<file path="src/rtl/branch_predict_resolve.sv">
// ID-stage branch resolution with forwarding/load-use stall, plus a tagless BHT/BTB
// feeding IF. Optional statistics counters are built when BRANCH_STATS_EN is defined.
module branch_predict_resolve #(
  parameter int XLEN  = 32,
  parameter int DEPTH = 64
) (
  input  logic            clk,
  input  logic            rst_n,
  input  logic [31:0]     if_pc,
  output logic            if_pred_taken,
  output logic [31:0]     if_pred_target,
  input  logic            id_valid,
  input  logic [31:0]     id_instr,
  input  logic [31:0]     id_pc,
  input  logic            id_pred_taken,
  input  logic [XLEN-1:0] rs_data,
  input  logic [XLEN-1:0] rt_data,
  input  logic [4:0]      id_ex_dest,
  input  logic [4:0]      ex_mem_dest,
  input  logic [4:0]      mem_wb_dest,
  input  logic            id_ex_wen,
  input  logic            ex_mem_wen,
  input  logic            mem_wb_wen,
  input  logic            id_ex_load,
  input  logic            ex_mem_load,
  input  logic [XLEN-1:0] id_ex_data,
  input  logic [XLEN-1:0] ex_mem_data,
  input  logic [XLEN-1:0] mem_wb_data,
  output logic            stall,
  output logic            is_branch,
  output logic            branch_taken,
  output logic [31:0]     branch_addr,
  output logic            redirect,
  output logic [31:0]     redirect_pc,
  output logic [31:0]     stat_branches,
  output logic [31:0]     stat_mispredicts
);

  localparam int IW = $clog2(DEPTH);

  localparam logic [5:0] OP_REGIMM = 6'b000001;
  localparam logic [5:0] OP_BEQ    = 6'b000100;
  localparam logic [5:0] OP_BNE    = 6'b000101;
  localparam logic [5:0] OP_BLEZ   = 6'b000110;
  localparam logic [5:0] OP_BGTZ   = 6'b000111;

  logic [5:0]      opcode;
  logic [4:0]      rs_idx;
  logic [4:0]      rt_idx;
  logic [15:0]     imm;
  logic            uses_rt;
  logic            cond;
  logic            resolve;
  logic [XLEN-1:0] rs_val;
  logic [XLEN-1:0] rt_val;
  logic [31:0]     pc_plus4;

  logic            tbl_valid [DEPTH];
  logic [1:0]      tbl_ctr   [DEPTH];
  logic [29:0]     tbl_tgt   [DEPTH];
  logic [IW-1:0]   if_idx;
  logic [IW-1:0]   id_idx;
  logic [1:0]      cur_ctr;
  logic [1:0]      next_ctr;

  assign opcode = id_instr[31:26];
  assign rs_idx = id_instr[25:21];
  assign rt_idx = id_instr[20:16];
  assign imm    = id_instr[15:0];

  function automatic logic hit(input logic wen, input logic [4:0] dest, input logic [4:0] src);
    return wen && (dest != 5'd0) && (dest == src);
  endfunction

  always_comb begin
    is_branch = 1'b0;
    uses_rt   = 1'b0;
    unique case (opcode)
      OP_BEQ, OP_BNE: begin
        is_branch = 1'b1;
        uses_rt   = 1'b1;
      end
      OP_BLEZ, OP_BGTZ: is_branch = 1'b1;
      OP_REGIMM:        is_branch = (rt_idx == 5'd0) || (rt_idx == 5'd1);
      default:          is_branch = 1'b0;
    endcase
  end

  // Youngest in-flight producer wins; register 0 is hardwired to zero.
  always_comb begin
    rs_val = rs_data;
    if (rs_idx == 5'd0)                           rs_val = '0;
    else if (hit(id_ex_wen, id_ex_dest, rs_idx))   rs_val = id_ex_data;
    else if (hit(ex_mem_wen, ex_mem_dest, rs_idx)) rs_val = ex_mem_data;
    else if (hit(mem_wb_wen, mem_wb_dest, rs_idx)) rs_val = mem_wb_data;
  end

  always_comb begin
    rt_val = rt_data;
    if (rt_idx == 5'd0)                           rt_val = '0;
    else if (hit(id_ex_wen, id_ex_dest, rt_idx))   rt_val = id_ex_data;
    else if (hit(ex_mem_wen, ex_mem_dest, rt_idx)) rt_val = ex_mem_data;
    else if (hit(mem_wb_wen, mem_wb_dest, rt_idx)) rt_val = mem_wb_data;
  end

  always_comb begin
    stall = 1'b0;
    if (id_valid && is_branch) begin
      stall = (hit(id_ex_wen, id_ex_dest, rs_idx) && id_ex_load)
           || (hit(ex_mem_wen, ex_mem_dest, rs_idx) && ex_mem_load)
           || (uses_rt && hit(id_ex_wen, id_ex_dest, rt_idx) && id_ex_load)
           || (uses_rt && hit(ex_mem_wen, ex_mem_dest, rt_idx) && ex_mem_load);
    end
  end

  always_comb begin
    cond = 1'b0;
    unique case (opcode)
      OP_BEQ:    cond = (rs_val == rt_val);
      OP_BNE:    cond = (rs_val != rt_val);
      OP_BLEZ:   cond = rs_val[XLEN-1] || (rs_val == '0);
      OP_BGTZ:   cond = !rs_val[XLEN-1] && (rs_val != '0);
      OP_REGIMM: cond = (rt_idx == 5'd0) ? rs_val[XLEN-1] : !rs_val[XLEN-1];
      default:   cond = 1'b0;
    endcase
  end

  assign resolve      = id_valid && !stall;
  assign branch_taken = resolve && is_branch && cond;
  assign pc_plus4     = id_pc + 32'd4;
  assign branch_addr  = pc_plus4 + {{14{imm[15]}}, imm, 2'b00};
  // A non-branch predicted taken must be pulled back onto the sequential path.
  assign redirect     = resolve && (is_branch ? (cond != id_pred_taken) : id_pred_taken);
  assign redirect_pc  = branch_taken ? branch_addr : pc_plus4;

  assign if_idx         = if_pc[IW+1:2];
  assign id_idx         = id_pc[IW+1:2];
  assign if_pred_taken  = tbl_valid[if_idx] && tbl_ctr[if_idx][1];
  assign if_pred_target = {tbl_tgt[if_idx], 2'b00};

  assign cur_ctr = tbl_ctr[id_idx];

  always_comb begin
    next_ctr = cur_ctr;
    if (cond && cur_ctr != 2'b11)       next_ctr = cur_ctr + 2'd1;
    else if (!cond && cur_ctr != 2'b00) next_ctr = cur_ctr - 2'd1;
  end

  always_ff @(posedge clk or negedge rst_n) begin
    if (!rst_n) begin
      for (int i = 0; i < DEPTH; i++) begin
        tbl_valid[i] <= 1'b0;
        tbl_ctr[i]   <= 2'b01;
        tbl_tgt[i]   <= '0;
      end
    end else if (resolve && is_branch) begin
      tbl_valid[id_idx] <= 1'b1;
      tbl_ctr[id_idx]   <= next_ctr;
      tbl_tgt[id_idx]   <= branch_addr[31:2];
    end else if (resolve && id_pred_taken) begin
      tbl_valid[id_idx] <= 1'b0;
    end
  end

`ifdef BRANCH_STATS_EN
  always_ff @(posedge clk or negedge rst_n) begin
    if (!rst_n) begin
      stat_branches    <= '0;
      stat_mispredicts <= '0;
    end else begin
      if (resolve && is_branch && stat_branches != 32'hFFFF_FFFF)
        stat_branches <= stat_branches + 32'd1;
      if (redirect && stat_mispredicts != 32'hFFFF_FFFF)
        stat_mispredicts <= stat_mispredicts + 32'd1;
    end
  end
`else
  assign stat_branches    = '0;
  assign stat_mispredicts = '0;
`endif

endmodule

</file>
<file path="config.mk">
export PLATFORM = sky130hd
export DESIGN_NAME = branch_predict_resolve
export DESIGN_NICKNAME = d
export VERILOG_FILES = /design/src/rtl/branch_predict_resolve.sv
export SDC_FILE = /design/constraint.sdc
export NUM_CORES = 2
export LEC_CHECK = 0
export BUFFER_PORTS_ARGS = -buffer_cell sky130_fd_sc_hd__clkbuf_2
export CAP_MARGIN = 0
export CORE_MARGIN = 3
export CORE_UTILIZATION = 28
export DETAILED_ROUTE_END_ITERATION = 10
export GPL_TIMING_DRIVEN = 0
export RECOVER_POWER = 25
export SKIP_CTS_REPAIR_TIMING = 1
export SYNTH_ARGS = -nofsm -noshare
export SYNTH_HDL_FRONTEND = slang
export SYNTH_SLANG_ARGS = --single-unit
</file>
<file path="constraint.sdc">
create_clock -name clk -period 10.3 [get_ports clk]
set_clock_uncertainty 0.05 [all_clocks]
set_input_delay 0.515 -clock clk [delete_from_list [all_inputs] [get_ports clk]]
set_output_delay 0.515 -clock clk [all_outputs]
set_load 0.05 [all_outputs]
</file>
==> impl_metrics.py <==
metrics = {
    "sta": {
        "max_freq_mhz": 98.6,
        "rsz0062_at_grt": "false",
        "hold_violations": 0,
        "slew_headroom_pct": -233,
        "period_share_pct": 98.4,
        "fin_tns_setup_ps": 0,
        "fin_ws_ps": 162,
        "drv_slew": 620,
        "fin_crit_ps": 10140,
        "setup_viol": 0,
        "worst_pin_slew_ps": 5000,
    },
    "clock_tree": {
        "clk_latency_ps": 890,
        "cts_max_level": 4,
        "clkSlewWorstSetupHoldPaths_ps": 60,
        "clock_sinks": 2112,
        "cts_buffer_depth": 3,
        "cts-root-buf": "clkbuf_16",
        "cts_tree": "done",
        "cts_buffers": 218,
    },
    "layout": {
        "syn_to_final_growth_pct": 16.5,
        "layout_common_cells": "2,146 x nand2_1, 2,048 x dfrtp_1, 1,913 x o21ai_0",
        "drive_gt1_share_pct": 18.6,
        "n_fill_cell": 35700,
        "seq_area_um2": 52900,
        "post-route-util_pct": 32.9,
        "nNetsFinal": 10100,
        "layout_commonest_cell": "nand2_1",
        "multiInputGateArea_um2": 42100,
        "design_area_um2": 115000,
    },
    "placed_design": {
        "dpl-instance-area_um2": 108000,
        "dp_slack_ps": -1740,
        "gp_congestion": 1.00,
        "io_buffer_count": 345,
        "hpwl_mm": 331,
    },
    "logic_synthesis": {
        "ys_types": 84,
        "synth_warnings": 0,
        "postSynthCellCount": 9083,
        "synthFlopType": "dfrtp_1",
        "syn_area_um2": 98800,
        "synth_edf_count": 0,
        "async_flop_share_pct": 100,
        "ys_ff_latch": 2112,
        "ys_seq_area_share_pct": 53.5,
        "syn_avg_cell_area_um2": 10.9,
    },
    "floorplanning": {
        "die_y_um": 600,
        "fp.dieArea_um2": 360000,
        "die_w_um": 600,
        "io_pins": 445,
        "coreArea_um2": 351000,
        "rows": 217,
        "initial_utilization_pct": 28.2,
    },
    "global_route": {
        "overflow": 0,
        "grt_max_degree": 113,
        "antenna_found_initial": 67,
        "track_usage_pct": 24.2,
        "grt_first_pass_wirelength_mm": 617,
        "grt_pass1_vias": 79000,
    },
    "power_and_ir_drop": {
        "vdd_drop_max_v": 0.000186,
        "power.leakage_nw": 49.8,
        "power_density_nw_per_um2": 169,
    },
    "job": {
        "drv_cap": 15,
    },
    "hold_path": {
        "hp-class": "reg2reg",
    },
    "routing": {
        "drc_errors": 0,
        "wl_per_cell_um": 30.2,
        "first_iter_violations": 10900,
        "vias": 82000,
        "routed_wl_mm": 445,
        "routed_via_density": 5.58,
        "postRouteAntennaNets": 0,
        "drtPass1Iterations": 7,
    },
    "setup_path": {
        "startpoint_type": "primary input",
        "slowest_stage": "clkdlybuf4s15_1",
        "cp-end-kind": "primary output",
        "critPathArrivalTime_ps": 9570,
        "path_buf_inv": 11,
        "cp_slowest_stage_delay_ps": 980,
        "critPathKind": "in2out",
        "critPathTopFamily": "buffers and inverters",
        "cp.required_ps": 9740,
        "critPathMaxFanout": 11,
    },
    "status": {
        "failed_checks": "capacitance limit, slew limit",
        "status": "finished, violations left",
    },
}
==> logic make-up after synthesis <==
logic type	share of synthesized area, %
adders and majority gates	0.425
other	0.00379
AOI/OAI and AO/OA	12.8
xor gates and xnor gates	0.921
buffers and inverters	4.27
muxes	17.3
DFF	53.5
and+or+nand+nor	10.7
==> area by class of cell <==
cell class              instances  area share [%]
flip-flops and latches       2112            46.0
multi-input cells            6021            36.5
clock buffers                 322            5.52
well taps                    4708            5.11
plain buffers                 946            3.49
repair buffers                381            2.10
clock inverters                78           0.938
inverters                      69           0.225
diodes                         73           0.159
==> power breakdown <==
| part | switching [mW] | total, mW | internal [mW] |
|---|---|---|---|
| combinational | 2.03 | 2.58 | 0.551 |
| sequential | 0.0848 | 8.54 | 8.45 |
| clock | 3.53 | 8.33 | 4.80 |
| total | 5.65 | 19.5 | 13.8 |
==> routing by layer <==
metal / part of all wire, % / track usage, % / vias to the layer above / wire [um]
met5: 0.051 / 0 / - / 226
li1: - / - / 33300 / -
met2: 43 / 35.2 / 5133 / 190000
met3: 12 / 8.44 / 1264 / 52900
met4: 8.9 / 18.5 / 34 / 39600
met1: 36 / 29.5 / 42300 / 162000
==> final timing paths <==
path	start	slack (ps)	end	cells after the start
setup / recovery	id_pc[2]	160	branch_addr[31]	26
hold / removal	tbl_tgt[1133]	420	tbl_tgt[1133]	2
setup reg to reg	tbl_ctr[122]	5390	tbl_ctr[41]	13
hold reg to reg	tbl_tgt[1133]	420	tbl_tgt[1133]	2
max in group asynchronous	rst_n	1720	tbl_tgt[902]	4
min in group asynchronous	rst_n	1730	tbl_tgt[1196]	2
==> state kept, by name (all words and copies together) (netlist names), named ones only <==
signal and flops:
tbl_tgt 1920, tbl_ctr 128
==> synthesized netlist by cell type, drive strengths merged, types with 26 or more instances <==
| master | number | area [um2] |
|---|---|---|
| nand3 | 172 | 861 |
| a21oi | 43 | 215 |
| clkbuf | 779 | 2930 |
| o211ai | 26 | 219 |
| nand2 | 2146 | 8060 |
| a311oi | 29 | 260 |
| mux2 | 220 | 2480 |
| xor2 | 48 | 420 |
| ha | 32 | 400 |
| o21ai | 1926 | 9640 |
| nor3 | 34 | 170 |
| inv | 68 | 255 |
| nor2 | 147 | 554 |
| xnor2 | 56 | 490 |
| o221a | 27 | 322 |
| dfstp | 64 | 1680 |
| mux4 | 631 | 14200 |
| dfrtp | 2048 | 51200 |
| a22oi | 48 | 360 |
| buf | 167 | 1040 |
| mux2i | 38 | 380 |
| a211o | 67 | 587 |
==> worst reg2reg max path: cells and delay by family (launching register included) <==
| family | cells | cell delay (ps) |
|---|---|---|
| AOI/OAI and AO/OA | 5 | 1140 |
| adders and majority gates | 1 | 330 |
| buffers and inverters | 3 | 1510 |
| DFF | 1 | 370 |
| muxes | 1 | 260 |
| and+or+nand+nor | 3 | 1120 |
==> stage by stage <==
stage / total power, mW / hold WS, ps / std cells
CTS: 19.4 / -366 / 14600
global placement: 11.2 / 406 / 14200
global route: 19.9 / 437 / 14700
floorplan: 9.85 / 169 / 9148
finish: 19.5 / 424 / 14700
detailed placement: 11.2 / 415 / 14200
Note: power is estimated with default switching activity, not from simulation.
